`config.mk`:
```
export PLATFORM = sky130hd
export DESIGN_NAME = aes_job_sequencer_flat
export DESIGN_NICKNAME = d
export VERILOG_FILES = /design/src/rtl/aes_job_sequencer_if.sv /design/src/rtl/aes_job_sequencer.sv /design/src/flat_wrapper.sv
export SDC_FILE = /design/constraint.sdc
export NUM_CORES = 1
export LEC_CHECK = 0
export BUFFER_PORTS_ARGS = -buffer_cell sky130_fd_sc_hd__buf_2
export CAP_MARGIN = 10
export CORE_ASPECT_RATIO = 1.5
export CORE_MARGIN = 2
export CORE_UTILIZATION = 57
export CTS_CLUSTER_DIAMETER = 120
export DETAILED_ROUTE_END_ITERATION = 8
export PLACE_DENSITY = 0.9
export SLEW_MARGIN = 20
export SYNTH_ARGS = -nofsm -noshare
export SYNTH_HDL_FRONTEND = slang
export SYNTH_SLANG_ARGS = --single-unit
```
`constraint.sdc`:
```
create_clock -name clk -period 7.2 [get_ports clk]
set_input_delay 1.08 -clock clk [delete_from_list [all_inputs] [get_ports clk]]
set_output_delay 1.08 -clock clk [all_outputs]
set_load 0.05 [all_outputs]
```
`src/rtl/aes_job_sequencer_if.sv`:
```
// aes_job_sequencer_if: job request, DMA block handshake and AES control-unit signals.
interface aes_job_sequencer_if #(
  parameter int CNT_W = 8
);
  logic             job_valid;
  logic             job_ready;
  logic [1:0]       job_op;
  logic [1:0]       job_aes_mode;
  logic [CNT_W-1:0] job_blocks;
  logic             job_abort;
  logic             din_req;
  logic             din_ack;
  logic             dout_req;
  logic             dout_ack;
  logic             core_start;
  logic [1:0]       core_op;
  logic [1:0]       core_aes_mode;
  logic             core_disable;
  logic             core_end_comp;
  logic             busy;
  logic             job_done;
  logic             job_err;
  logic [CNT_W-1:0] blocks_left;
  modport master (
    output job_valid, job_op, job_aes_mode, job_blocks, job_abort, din_ack, dout_ack, core_end_comp,
    input  job_ready, din_req, dout_req, core_start, core_op, core_aes_mode, core_disable,
           busy, job_done, job_err, blocks_left
  );
  modport slave (
    input  job_valid, job_op, job_aes_mode, job_blocks, job_abort, din_ack, dout_ack, core_end_comp,
    output job_ready, din_req, dout_req, core_start, core_op, core_aes_mode, core_disable,
           busy, job_done, job_err, blocks_left
  );
endinterface

```
`src/rtl/aes_job_sequencer.sv`:
```
// aes_job_sequencer: steps multi-block AES jobs through fetch/start/wait/drain,
// with key-only jobs, abort requests and a completion watchdog.
module aes_job_sequencer #(
  parameter int CNT_W   = 8,
  parameter int TIMEOUT = 63
) (
  input logic                clk,
  input logic                rst_n,
  aes_job_sequencer_if.slave bus
);
  localparam int WD_W = $clog2(TIMEOUT + 1);
  typedef enum logic [2:0] {IDLE, FETCH, START, WAIT, DRAIN, DONE, ABORT} state_t;
  state_t           state_q, state_d;
  logic [CNT_W-1:0] blocks_q, blocks_d;
  logic [WD_W-1:0]  wd_q, wd_d;
  logic [1:0]       op_q, op_d, mode_q, mode_d;
  logic             key_q, key_d;
  logic             ready_q, din_req_q, dout_req_q, start_q, abort_q, done_q;
  logic             timeout;
  // The TIMEOUT-th WAIT cycle aborts even if end_comp arrives in it.
  assign timeout = (state_q == WAIT) && (wd_q >= WD_W'(TIMEOUT - 1));
  always_comb begin
    state_d  = state_q;
    blocks_d = blocks_q;
    op_d     = op_q;
    mode_d   = mode_q;
    key_d    = key_q;
    wd_d     = (state_q == START) ? '0 :
               (state_q == WAIT && wd_q != WD_W'(TIMEOUT)) ? wd_q + 1'b1 : wd_q;
    case (state_q)
      IDLE:  if (bus.job_valid) begin
        op_d     = bus.job_op;
        mode_d   = bus.job_aes_mode;
        key_d    = bus.job_op == 2'b01;
        blocks_d = bus.job_blocks;
        state_d  = (bus.job_op == 2'b01) ? START : (bus.job_blocks == '0) ? DONE : FETCH;
      end
      FETCH: if (bus.din_ack) state_d = START;
      START: state_d = WAIT;
      WAIT:  if (bus.core_end_comp) begin
        state_d = key_q ? DONE : DRAIN;
        // Key is derived after the first block, so the rest of the job is plain decrypt.
        if (op_q == 2'b11) op_d = 2'b10;
      end
      DRAIN: if (bus.dout_ack) begin
        blocks_d = blocks_q - CNT_W'(blocks_q != '0);
        state_d  = (blocks_q <= CNT_W'(1)) ? DONE : FETCH;
      end
      default: state_d = IDLE;
    endcase
    if (state_q != IDLE && state_q != ABORT && (bus.job_abort || timeout)) begin
      state_d  = ABORT;
      blocks_d = '0;
      op_d     = op_q;
    end
  end
  always_ff @(posedge clk or negedge rst_n) begin
    if (!rst_n) begin
      state_q    <= IDLE;
      blocks_q   <= '0;
      wd_q       <= '0;
      op_q       <= '0;
      mode_q     <= '0;
      key_q      <= 1'b0;
      ready_q    <= 1'b1;
      din_req_q  <= 1'b0;
      dout_req_q <= 1'b0;
      start_q    <= 1'b0;
      abort_q    <= 1'b0;
      done_q     <= 1'b0;
    end else begin
      state_q    <= state_d;
      blocks_q   <= blocks_d;
      wd_q       <= wd_d;
      op_q       <= op_d;
      mode_q     <= mode_d;
      key_q      <= key_d;
      ready_q    <= state_d == IDLE;
      din_req_q  <= state_d == FETCH;
      dout_req_q <= state_d == DRAIN;
      start_q    <= state_d == START;
      abort_q    <= state_d == ABORT;
      done_q     <= state_d == DONE;
    end
  end
  assign bus.job_ready     = ready_q;
  assign bus.busy          = !ready_q;
  assign bus.din_req       = din_req_q;
  assign bus.dout_req      = dout_req_q;
  assign bus.core_start    = start_q;
  assign bus.core_op       = op_q;
  assign bus.core_aes_mode = mode_q;
  assign bus.core_disable  = abort_q;
  assign bus.job_err       = abort_q;
  assign bus.job_done      = done_q;
  assign bus.blocks_left   = blocks_q;
endmodule

```
`src/flat_wrapper.sv`:
```
// flat-port wrapper written by rule: the top's interface ports become plain ports
module aes_job_sequencer_flat 
#(
  parameter int CNT_W   = 8,
  parameter int TIMEOUT = 63
)
  (clk, rst_n, bus_job_valid, bus_job_op, bus_job_aes_mode, bus_job_blocks, bus_job_abort, bus_din_ack, bus_dout_ack, bus_core_end_comp, bus_job_ready, bus_din_req, bus_dout_req, bus_core_start, bus_core_op, bus_core_aes_mode, bus_core_disable, bus_busy, bus_job_done, bus_job_err, bus_blocks_left);
  aes_job_sequencer_if #(.CNT_W(CNT_W)) bus_i ();
  input logic clk;
  input logic rst_n;
  input wire logic [$bits(bus_i.job_valid)-1:0] bus_job_valid;
  input wire logic [$bits(bus_i.job_op)-1:0] bus_job_op;
  input wire logic [$bits(bus_i.job_aes_mode)-1:0] bus_job_aes_mode;
  input wire logic [$bits(bus_i.job_blocks)-1:0] bus_job_blocks;
  input wire logic [$bits(bus_i.job_abort)-1:0] bus_job_abort;
  input wire logic [$bits(bus_i.din_ack)-1:0] bus_din_ack;
  input wire logic [$bits(bus_i.dout_ack)-1:0] bus_dout_ack;
  input wire logic [$bits(bus_i.core_end_comp)-1:0] bus_core_end_comp;
  output wire logic [$bits(bus_i.job_ready)-1:0] bus_job_ready;
  output wire logic [$bits(bus_i.din_req)-1:0] bus_din_req;
  output wire logic [$bits(bus_i.dout_req)-1:0] bus_dout_req;
  output wire logic [$bits(bus_i.core_start)-1:0] bus_core_start;
  output wire logic [$bits(bus_i.core_op)-1:0] bus_core_op;
  output wire logic [$bits(bus_i.core_aes_mode)-1:0] bus_core_aes_mode;
  output wire logic [$bits(bus_i.core_disable)-1:0] bus_core_disable;
  output wire logic [$bits(bus_i.busy)-1:0] bus_busy;
  output wire logic [$bits(bus_i.job_done)-1:0] bus_job_done;
  output wire logic [$bits(bus_i.job_err)-1:0] bus_job_err;
  output wire logic [$bits(bus_i.blocks_left)-1:0] bus_blocks_left;
  assign bus_i.job_valid = bus_job_valid;
  assign bus_i.job_op = bus_job_op;
  assign bus_i.job_aes_mode = bus_job_aes_mode;
  assign bus_i.job_blocks = bus_job_blocks;
  assign bus_i.job_abort = bus_job_abort;
  assign bus_i.din_ack = bus_din_ack;
  assign bus_i.dout_ack = bus_dout_ack;
  assign bus_i.core_end_comp = bus_core_end_comp;
  assign bus_job_ready = bus_i.job_ready;
  assign bus_din_req = bus_i.din_req;
  assign bus_dout_req = bus_i.dout_req;
  assign bus_core_start = bus_i.core_start;
  assign bus_core_op = bus_i.core_op;
  assign bus_core_aes_mode = bus_i.core_aes_mode;
  assign bus_core_disable = bus_i.core_disable;
  assign bus_busy = bus_i.busy;
  assign bus_job_done = bus_i.job_done;
  assign bus_job_err = bus_i.job_err;
  assign bus_blocks_left = bus_i.blocks_left;
  aes_job_sequencer #(.CNT_W(CNT_W), .TIMEOUT(TIMEOUT)) u_core (.clk(clk), .rst_n(rst_n), .bus(bus_i));
endmodule
```
Word-level counts from Yosys, hierarchy flattened. Cells that the tools add are included.

Flip-flop bits (word level): 28.

$add $sub $neg: 2. Order comparisons: 2. Equality and inequality tests: 18. Multiplexer cells: 20. Bitwise operators: 1. Reductions and logical operators: 17.

Operators by type and width (count): $mux 3 (8); $mux 8 (3); $pmux 8 s2 (1); $pmux 3 s5 (1); $eq 3x3->1 const B (4); $mux 6 (2); $eq 3x2->1 const B (3); $le 8x1->1 const B (1); $logic_not 8->1 (1); $reduce_bool 8->1 (1); $sub 8x1->8 (1); $add 6x1->6 const B (1); $eq 3x1->1 const B (2); $ge 6x6->1 const B (1); $logic_not 3->1 (2); $mux 2 (3); $ne 2x2->1 const B (3); $ne 3x2->1 const B (2); $ne 6x6->1 const B (1); $reduce_bool 3->1 (2); $reduce_and 5->1 (1); $logic_and 1x1->1 (4); $pmux 2 s2 (1); $reduce_bool 2->1 (2); other kinds (9) (9).

Longest topological paths before layout. Gate-level depths: netlist of the first run.

Depth in word-level cells: 7. Mapped depth: 10.

Least setup slack after synthesis of the first run. Ideal clock, no wire load.

Path kind: register to register. Start point: register u_core.blocks_q[3], in the netlist u_core.bus.blocks_left[3]. End point: register u_core.blocks_q[4], in the netlist u_core.bus.blocks_left[4]. Arrival: 2.428 ns. Required time: 7.072 ns. Setup slack: 4.645 ns. Stages on the path, launching flop included: 11. Path buffers: 0. Period minus slack after synthesis: 2.555 ns. Cell sequence: dfrtp_1 nor4_1 and2_1 nand3_1 ha_1 ha_1 nand2b_1 nor2_1 xnor2_1 a211oi_1 mux2_1.

Cells in the longest elaborated chain, start to end: 5.

Ends and longest elaborated chain: start, declared (line aes_job_sequencer.sv:14) `logic [CNT_W-1:0] blocks_q, blocks_d;`; start signal, assigned (line aes_job_sequencer.sv:73) `blocks_q <= blocks_d;`; $reduce_bool 8->1 (line aes_job_sequencer.sv:46) `blocks_d = blocks_q - CNT_W'(blocks_q != '0);`; $sub 8x1->8 (*) (line aes_job_sequencer.sv:46); $mux 8 (*) (line aes_job_sequencer.sv:45) `DRAIN: if (bus.dout_ack) begin`; $pmux 8 s2 (*) (line aes_job_sequencer.sv:30) `case (state_q)`; $mux 8 (*) (line aes_job_sequencer.sv:51) `if (state_q != IDLE && state_q != ABORT && (bus.job_abort || timeout)) begin`.

Mark *: on every way between the ends. The rest lies on a longest branch, timed or not. The select of a mux whose other input is x is not followed. A chain may end at the register's enable or synchronous reset.

Worst setup path after layout of the first run. Same ends and word-level chain as after synthesis.

==> flow_summary.yaml, run 1 <==
synth:
  synth_ff_type: "dfrtp_1"
  ys_ff_latch: 28
  syn_inst: 179
  yosysSeqAreaShare: 0.415
  syn_area_per_cell_um2: 9.44
  async_flop_share: 1.00
  synth_warnings: 0
  synth_cell_types: 58
  synth_edf_count: 0
  synth_area_um2: 1690
  syn_nets: 202
worst_setup_path:
  startpoint_type: "flip-flop"
  required_ns: 7.37
  path_cells: "nor4_1 -> and2_1 -> nand3_1 -> ha_1 -> ha_1 -> nand2b_1 -> nor2_1 -> xnor2_1 -> a211oi_1 -> mux2_1"
  end_kind: "flip-flop"
  max_stage_delay_ns: 0.60
  worstSetupPathType: "flip-flop to flip-flop"
  critPathMaxFanout: 8
  worst-path-buf-inv: 0
  path_common_cell: "ha_1"
  crit_arrival_ns: 2.86
  critical-path-top-delay-family: "simple AND/OR/NAND/NOR gates"
  crit_slowest_cell: "nor4_1"
clock_tree:
  postCtsSetupRepairBufs: 0
  cts_tree: "built"
  cts_resized: 0
  path_clk_slew_ns: 0.10
  clock-sinks: 28
  cts_root_buffer: "clkbuf_8"
  clockBufferDepth: 2
  cts_buffers: 3
  htree_num_levels: 1
  cts-hold-fix-buffers: 0
  worstSkewPairLatency_ns: 0.28
job:
  cap_violations: 0
placed_design:
  hpwl_mm: 2.85
  gp_congestion: 0.873
  dp_slack_ns: 4.39
  portBuffers: 38
global_routing:
  grt_pass1_wl_mm: 6.22
  grt_usage: 0.229
  grt_overflow: 0
  antenna_found_initial: 0
  grt_max_degree: 29
  grt_pass1_vias: 1458
power_and_ir_drop:
  vdd_ir_drop_max_v: 0.000356
  power_density_nw_per_um2: 502
  p_leak_uw: 0.000934
worst_hold_path:
  hp-class: "flip-flop to flip-flop"
final_layout:
  multi_input_area_um2: 910
  drive_gt1_frac: 0.288
  num-fill-cells: 245
  area_growth_pct: 16.1
  fin_nets: 239
  final_cell_mix: "buf_2 (38), dfrtp_1 (27), nor2_1 (19), nand2_1 (16), nand3_1 (10)"
  antenna_cells: 0
  final_common_cell: "buf_2"
  seqCellArea_um2: 702
routing:
  wl_per_cell_um: 15.2
  ant_nets: 0
  routed_wl_mm: 3.86
  vias: 1476
  routed_via_density: 5.81
  drtIter0Drc: 72
  drc: 0
  dr.pass1.iters: 4
timing:
  fin_crit_sh: 0.373
  slew_violations: 0
  setup_ws_ns: 4.51
  tightest_slew_ns: 0.995
  final.min_clock_period_ns: 2.69
  setup_viol: 0
  fin_skew_ns: 0.00189
  rsz0062_at_grt: "no"
  hold_viol_final: 0
  max_freq_mhz: 372
  final.setup.tns_ns: 0
  relSlewSlack: 0.335
floorplan:
  die_h_um: 70.7
  die_w_um: 48.5
  fp.coreArea_um2: 2880
  dieArea_um2: 3430
  start_util: 0.586
  pin_count: 39
  rows: 24
outcome:
  status: "finished, final reports clean"
## worst reg2reg max path: stages (launching register included)
cell and delay [ns]:
dfrtp_1 0.48, nor4_1 0.60, and2_1 0.24, nand3_1 0.08, ha_1 0.24, ha_1 0.23
nand2b_1 0.11, nor2_1 0.06, xnor2_1 0.14, a211oi_1 0.09, mux2_1 0.31
## logic make-up after synthesis
logic type	share of synthesized area
and+or+nand+nor	0.257
adders and majority gates	0.0296
AOI/OAI and AO/OA	0.172
DFF	0.415
xor gates and xnor gates	0.0311
muxes	0.0451
buffers and inverters	0.0503
## final cells by class
cell class / instances / share of cell area
Sequential cell: 28 / 0.358
Timing Repair Buffer: 38 / 0.0969
Inverter: 11 / 0.0210
Tap cell: 39 / 0.0249
Clock buffer: 3 / 0.0210
Multi-Input combinational cell: 134 / 0.463
Clock inverter: 1 / 0.0153
## where the power goes
part | internal, µW | switching, µW | leakage (µW)
Sequential | 217 | 75.5 | 0.000360
Clock | 74.5 | 51.2 | 0.0000357
Combinational | 186 | 382 | 0.000538
Total | 477 | 509 | 0.000934
## routing by layer
metal  track usage  up-vias  wire (µm)
met1         0.251      688       1550
li1              -      709          -
met4         0.117        0        111
met3        0.0253       13        202
met2         0.432       66       1990
met5             0        -          0
## final timing paths
check	startpoint	slack, ns	endpoint	cells past startpoint
setup / recovery	u_core.bus.blocks_left[3]	4.51	u_core.bus.blocks_left[4]	10
hold / removal	u_core.bus.core_aes_mode[0]	0.51	u_core.bus.core_aes_mode[0]	1
setup reg to reg	u_core.bus.blocks_left[3]	4.51	u_core.bus.blocks_left[4]	10
hold reg to reg	u_core.bus.core_aes_mode[0]	0.51	u_core.bus.core_aes_mode[0]	1
max in group asynchronous	rst_n	5.98	u_core.state_q[0]	1
min in group asynchronous	rst_n	0.80	u_core.wd_q[0]	1
## through the flow
step / cells / instance area [µm²] / hold slack, ns / total power [µW] / util
5_1_grt: 254 / 1960 / 0.545 / 1040 / 0.681
3_3_place_gp: 250 / 1890 / 0.490 / 840 / 0.656
2_1_floorplan: 179 / 1690 / 0.479 / 744 / -
4_1_cts: 254 / 1960 / 0.512 / 980 / 0.681
3_5_place_dp: 250 / 1890 / 0.491 / 855 / 0.656
6_report: 254 / 1960 / 0.509 / 986 / 0.681
## flip-flops by register name, indices dropped and copies added, names as in the netlist
name,flops
u_core.bus.blocks_left,8
u_core.bus.core_start,1
u_core.state_q,3
u_core.wd_q,6
u_core.bus.dout_req,1
u_core.bus.job_done,1
u_core.bus.job_ready,1
u_core.key_q,1
u_core.bus.core_disable,1
u_core.bus.core_aes_mode,2
u_core.bus.core_op,2
u_core.bus.din_req,1
## Yosys cell counts, types with 2 or more instances
| library cell | number | area (µm²) |
|---|---|---|
| nand4_1 | 2 | 12.5 |
| and3b_1 | 2 | 17.5 |
| inv_1 | 8 | 30.0 |
| nor2b_1 | 4 | 25.0 |
| o21bai_1 | 2 | 15.0 |
| buf_2 | 2 | 10.0 |
| o21ai_1 | 6 | 30.0 |
| ha_1 | 4 | 50.1 |
| dfrtp_1 | 27 | 676 |
| inv_2 | 3 | 11.3 |
| mux2i_1 | 2 | 20.0 |
| mux2_2 | 4 | 45.0 |
| a22oi_1 | 2 | 15.0 |
| nand2_1 | 16 | 60.1 |
| and4_1 | 2 | 17.5 |
| a21oi_1 | 7 | 35.0 |
| nand3_1 | 10 | 50.1 |
| and2_1 | 2 | 12.5 |
| xor2_1 | 4 | 35.0 |
| nor3b_1 | 2 | 15.0 |
| nor3_1 | 3 | 15.0 |
| a21o_1 | 2 | 15.0 |
| nand2b_1 | 3 | 18.8 |
| buf_4 | 3 | 22.5 |
| xnor2_1 | 2 | 17.5 |
| nor4_1 | 3 | 18.8 |
| o21ai_0 | 3 | 15.0 |
| nor2_1 | 19 | 71.3 |
Note: power is estimated with default switching activity, not from simulation.
==> run 2: changes to the inputs <==
--- a/config.mk
+++ b/config.mk
@@ -9,10 +9,10 @@
 export CAP_MARGIN = 10
 export CORE_ASPECT_RATIO = 1.5
 export CORE_MARGIN = 2
-export CORE_UTILIZATION = 57
+export CORE_UTILIZATION = 53
 export CTS_CLUSTER_DIAMETER = 120
 export DETAILED_ROUTE_END_ITERATION = 8
-export PLACE_DENSITY = 0.9
+export PLACE_DENSITY = 0.85
 export SLEW_MARGIN = 20
 export SYNTH_ARGS = -nofsm -noshare
 export SYNTH_HDL_FRONTEND = slang
==> constraint.sdc (replaced) <==
create_clock -name clk -period 2.65 [get_ports clk]
set_input_delay 0.3975 -clock clk [delete_from_list [all_inputs] [get_ports clk]]
set_output_delay 0.3975 -clock clk [all_outputs]
set_load 0.05 [all_outputs]
==> flow_summary.yaml, run 2 (synthesized netlist as in run 1, its figures left out) <==
outcome:
  status: "finished, final reports clean"
power_and_ir_drop:
  p_total_uw: 2710
  power_density_nw_per_um2: 1360
  p_leak_uw: 0.000951
  vdd_ir_drop_max_v: 0.000757
routing:
  drc: 0
  routed_via_density: 5.83
  dr.pass1.iters: 4
  routed_wl_mm: 3.82
  wl_per_cell_um: 14.8
  vias: 1504
  drtIter0Drc: 65
  ant_nets: 0
floorplan:
  fp.coreArea_um2: 3100
  die_h_um: 73.2
  pin_count: 39
  rows: 25
  start_util: 0.546
  die_w_um: 50.1
  dieArea_um2: 3670
final_layout:
  final_common_cell: "buf_2"
  final_core_util: 0.644
  area_growth_pct: 17.9
  final_cells: 258
  drive_gt1_frac: 0.303
  fin_nets: 242
  largest_register_ffs: 8
  final_cell_mix: "buf_2 (38), dfrtp_1 (27), nor2_1 (19), nand2_1 (16), nand3_1 (10)"
  antenna_cells: 0
clock_tree:
  cts-hold-fix-buffers: 0
  cts_tree: "built"
  cts_buffers: 3
  clockBufferDepth: 2
  worstSkewPairLatency_ns: 0.27
  clock-sinks: 28
  path_clk_slew_ns: 0.10
  htree_num_levels: 1
  cts_root_buffer: "clkbuf_8"
timing:
  setup_ws_ns: 0.275
  rsz0062_at_grt: "no"
  tightest_slew_ns: 0.619
  setup_viol: 0
  hold_viol_final: 0
  final.min_clock_period_ns: 2.37
  fin_crit_sh: 0.896
  final.setup.tns_ns: 0
  relSlewSlack: 0.587
  fin_skew_ns: 0.00366
  max_freq_mhz: 421
  slew_violations: 0
global_routing:
  grt_max_degree: 29
  antenna_found_initial: 0
  grt_usage: 0.226
  grt_pass1_wl_mm: 6.37
  grt_pass1_vias: 1457
  grt_overflow: 0
worst_setup_path:
  r2r-end: "u_core.bus.blocks_left[4]"
  path_cells: "nor4_2 -> and2_1 -> nand3_1 -> ha_1 -> ha_1 -> nand2b_1 -> nor2_1 -> xnor2_1 -> a211oi_1 -> mux2_1"
  required_ns: 2.82
  worst-path-buf-inv: 0
  worstSetupPathType: "flip-flop to flip-flop"
  critical-path-top-delay-family: "simple AND/OR/NAND/NOR gates"
  end_kind: "flip-flop"
  r2r-start: "u_core.bus.blocks_left[3]"
  path_common_cell: "ha_1"
  crit_slowest_cell: "dfrtp_1"
  rr_worst_depth: 10
  startpoint_type: "flip-flop"
  crit_arrival_ns: 2.54
  critPathMaxFanout: 8
  max_stage_delay_ns: 0.48
  r2r_setup_slack_ns: 0.28
placed_design:
  hpwl_mm: 2.90
  place_inst: 254
  dp_slack_ns: 0.256
  gp_congestion: 0.979
  portBuffers: 38
worst_hold_path:
  hp-class: "input port to asynchronous set/reset pin"
job:
  cap_violations: 0
[run 2: cell count changes in the layout (fill, tap and decap cells not counted), sizes merged]
cell  change
buf       +3
[run 2: layout make-up]
cell class                 count  area, µm²
clock buffer                   3       41.3
clock inverter                 1       30.0
fill                         253       1100
inverter                      11       41.3
multi-input combinational    134        916
sequential                    28        702
tap                           40       50.0
timing repair buffer          41        213
[run 2: worst max-delay path by stage]
stage | startpoint | end | slack [ns] | cells past startpoint
floorplan | u_core.bus.blocks_left[3] | u_core.bus.blocks_left[4] | 0.09 | 10
global placement | u_core.bus.blocks_left[3] | u_core.bus.blocks_left[4] | 0.34 | 10
global route | u_core.bus.blocks_left[3] | u_core.bus.blocks_left[4] | 0.09 | 10
finish | u_core.bus.blocks_left[3] | u_core.bus.blocks_left[4] | 0.28 | 10
CTS | u_core.bus.blocks_left[3] | u_core.bus.blocks_left[4] | 0.22 | 10
detailed placement | u_core.bus.blocks_left[3] | u_core.bus.blocks_left[4] | 0.26 | 10
[run 2: what timing repair did]
action | in CTS | in global routing
gates resized for setup | 0 | 1
setup endpoints to repair | 0 | 1
buffers inserted | 0 | 0
[run 2: power breakdown]
| group | internal, µW | total (µW) | leakage [µW] | switching, µW |
|---|---|---|---|---|
| combinational | 539 | 1590 | 0.000555 | 1050 |
| sequential | 590 | 785 | 0.000360 | 195 |
| clock | 202 | 340 | 0.0000357 | 137 |
[run 2: per-layer routing]
metal  routed length, µm  GRT usage
met1                1580      0.275
met2                1950      0.390
met3                 176     0.0184
met4                 110      0.120
met5                   0          0
[run 2: metrics by stage]
stage / hold WS (ns) / instance area [µm²]
finish: 0.124 / 1990
global route: 0.188 / 1990
CTS: 0.149 / 1990
detailed placement: 0.449 / 1920
global placement: 0.444 / 1920
floorplan: 0.102 / 1690
==> run 3: changes to the inputs <==
--- a/config.mk
+++ b/config.mk
@@ -9,10 +9,10 @@
 export CAP_MARGIN = 10
 export CORE_ASPECT_RATIO = 1.5
 export CORE_MARGIN = 2
-export CORE_UTILIZATION = 53
+export CORE_UTILIZATION = 48
 export CTS_CLUSTER_DIAMETER = 120
 export DETAILED_ROUTE_END_ITERATION = 8
-export PLACE_DENSITY = 0.85
+export PLACE_DENSITY = 0.81
 export SLEW_MARGIN = 20
 export SYNTH_ARGS = -nofsm -noshare
 export SYNTH_HDL_FRONTEND = slang
==> constraint.sdc (replaced) <==
create_clock -name clk -period 1.9 [get_ports clk]
set_input_delay 0.19 -clock clk [delete_from_list [all_inputs] [get_ports clk]]
set_output_delay 0.19 -clock clk [all_outputs]
set_load 0.05 [all_outputs]
==> flow_summary.yaml, run 3 (synthesized netlist as in run 1, its figures left out) <==
clock_tree:
  cts_buffers: 3
  worstSkewPairLatency_ns: 0.28
  clock-sinks: 28
  path_clk_slew_ns: 0.10
  htree_num_levels: 1
  cts_root_buffer: "clkbuf_8"
  cts_tree: "built"
  clockBufferDepth: 2
power_and_ir_drop:
  p_leak_uw: 0.00108
  power_density_nw_per_um2: 2010
  vdd_ir_drop_max_v: 0.00161
  p_total_uw: 4570
timing:
  setup_ws_ns: -0.267
  relSlewSlack: 0.572
  hold_viol_final: 0
  max_freq_mhz: 461
  fin_skew_ns: 0.00424
  rsz0062_at_grt: "yes"
  fin_crit_sh: 1.14
  final.min_clock_period_ns: 2.17
  setup_viol: 6
  slew_violations: 0
  tightest_slew_ns: 0.642
floorplan:
  die_w_um: 52.5
  rows: 26
  pin_count: 39
  fp.coreArea_um2: 3380
  start_util: 0.500
  die_h_um: 76.7
  dieArea_um2: 4020
routing:
  drtIter0Drc: 44
  ant_nets: 0
  routed_wl_mm: 4.76
  drc: 0
  dr.pass1.iters: 4
  wl_per_cell_um: 17.0
  vias: 1623
  routed_via_density: 5.80
global_routing:
  grt_usage: 0.246
  grt_pass1_vias: 1614
  grt_overflow: 0
  antenna_found_initial: 0
  grt_max_degree: 29
  grt_pass1_wl_mm: 7.47
worst_setup_path:
  critPathMaxFanout: 2
  path_cells: "nor4_4 -> and2_4 -> nand3_4 -> ha_4 -> ha_4 -> nand2b_4 -> nor2_4 -> xnor2_2 -> a211oi_1 -> mux2_4"
  cp_num_cells: 10
  crit_slowest_cell: "dfrtp_2"
  path_common_cell: "ha_4"
  r2r_setup_slack_ns: -0.27
  r2r-start: "u_core.bus.blocks_left[6]"
  critical-path-top-delay-family: "simple AND/OR/NAND/NOR gates"
  critPathLaunch: "u_core.bus.blocks_left[6]"
  crit_arrival_ns: 2.39
  rr_worst_depth: 10
  max_stage_delay_ns: 0.44
  worstSetupPathType: "flip-flop to flip-flop"
  end_kind: "flip-flop"
  startpoint_type: "flip-flop"
  r2r-end: "u_core.bus.blocks_left[4]"
  required_ns: 2.13
  worst-path-buf-inv: 0
worst_hold_path:
  hp-class: "input port to flip-flop"
  holdPathEnd: "u_core.bus.core_aes_mode[1]"
  min_from: "bus_job_aes_mode[1]"
  hold_path_depth: 2
placed_design:
  portBuffers: 38
  hpwl_mm: 3.18
  gp_congestion: 0.863
  place_inst: 270
outcome:
  status: "finished, violations left"
  violations: "setup timing"
final_layout:
  multi_input_area_um2: 1040
  final_cell_mix: "buf_2 (38), buf_4 (22), dfrtp_1 (21), nor2_1 (16), nand2_1 (15)"
  antenna_cells: 0
  drive_gt1_frac: 0.450
  area_growth_pct: 34.8
  seqCellArea_um2: 709
  largest_register_ffs: 8
  num-fill-cells: 261
  fin_nets: 262
  final_common_cell: "buf_2"
  final_core_util: 0.673
  final_cells: 280
job:
  cap_violations: 0
-- run 3: cell types whose count changed in the layout (fill, tap and decap cells not counted), sizes merged --
cell	previous run	this run
buf	41	60
dlygate4sd3	0	1
-- run 3: cell type report --
type,instances,area share
clock inverters,1,0.0132
repair buffers,61,0.160
clock buffers,3,0.0181
multi-input cells,134,0.456
inverters,11,0.0181
well taps,42,0.0231
flip-flops and latches,28,0.311
-- run 3: metal layers --
layer	GRT usage	vias up	wire length, µm
li1	-	759	-
met1	0.298	779	1760
met2	0.415	61	2600
met3	0.0195	24	183
met4	0.138	0	218
met5	0	-	0
-- run 3: metrics by stage --
| stage | instance area [µm²] | hold slack, ns | worst slack [ns] | TNS [ns] |
|---|---|---|---|---|
| after global placement | 2060 | 0.246 | -0.126 | -0.218 |
| after floorplan | 1730 | -0.106 | -0.311 | -0.549 |
| after detailed placement | 2060 | 0.252 | -0.230 | -0.510 |
| after global routing | 2280 | 0.141 | -0.304 | -1.13 |
| after CTS | 2210 | 0.140 | -0.188 | -0.346 |
| final | 2280 | 0.141 | -0.267 | -0.681 |
-- run 3: worst max path at each step --
stage	slack [ns]	endpoint
after floorplan	-0.31	u_core.bus.blocks_left[4]
after global placement	-0.13	u_core.bus.blocks_left[4]
after detailed placement	-0.23	u_core.bus.blocks_left[4]
after CTS	-0.19	u_core.bus.blocks_left[4]
after global routing	-0.30	u_core.bus.blocks_left[4]
final	-0.27	u_core.bus.blocks_left[4]
-- run 3: power breakdown --
part / total [µW] / internal, µW / switching [µW]
sequential: 1080 / 834 / 246
clock: 481 / 283 / 199
combinational: 3010 / 1200 / 1810
-- run 3: timing repair --
item | in CTS | in global routing
hold buffers | 1 | 0
endpoints found under the hold margin | 27 | 0
gates resized for setup | 14 | 7
setup buffers | 0 | 5
setup endpoints to repair | 6 | 8
pin swaps | 7 | 8
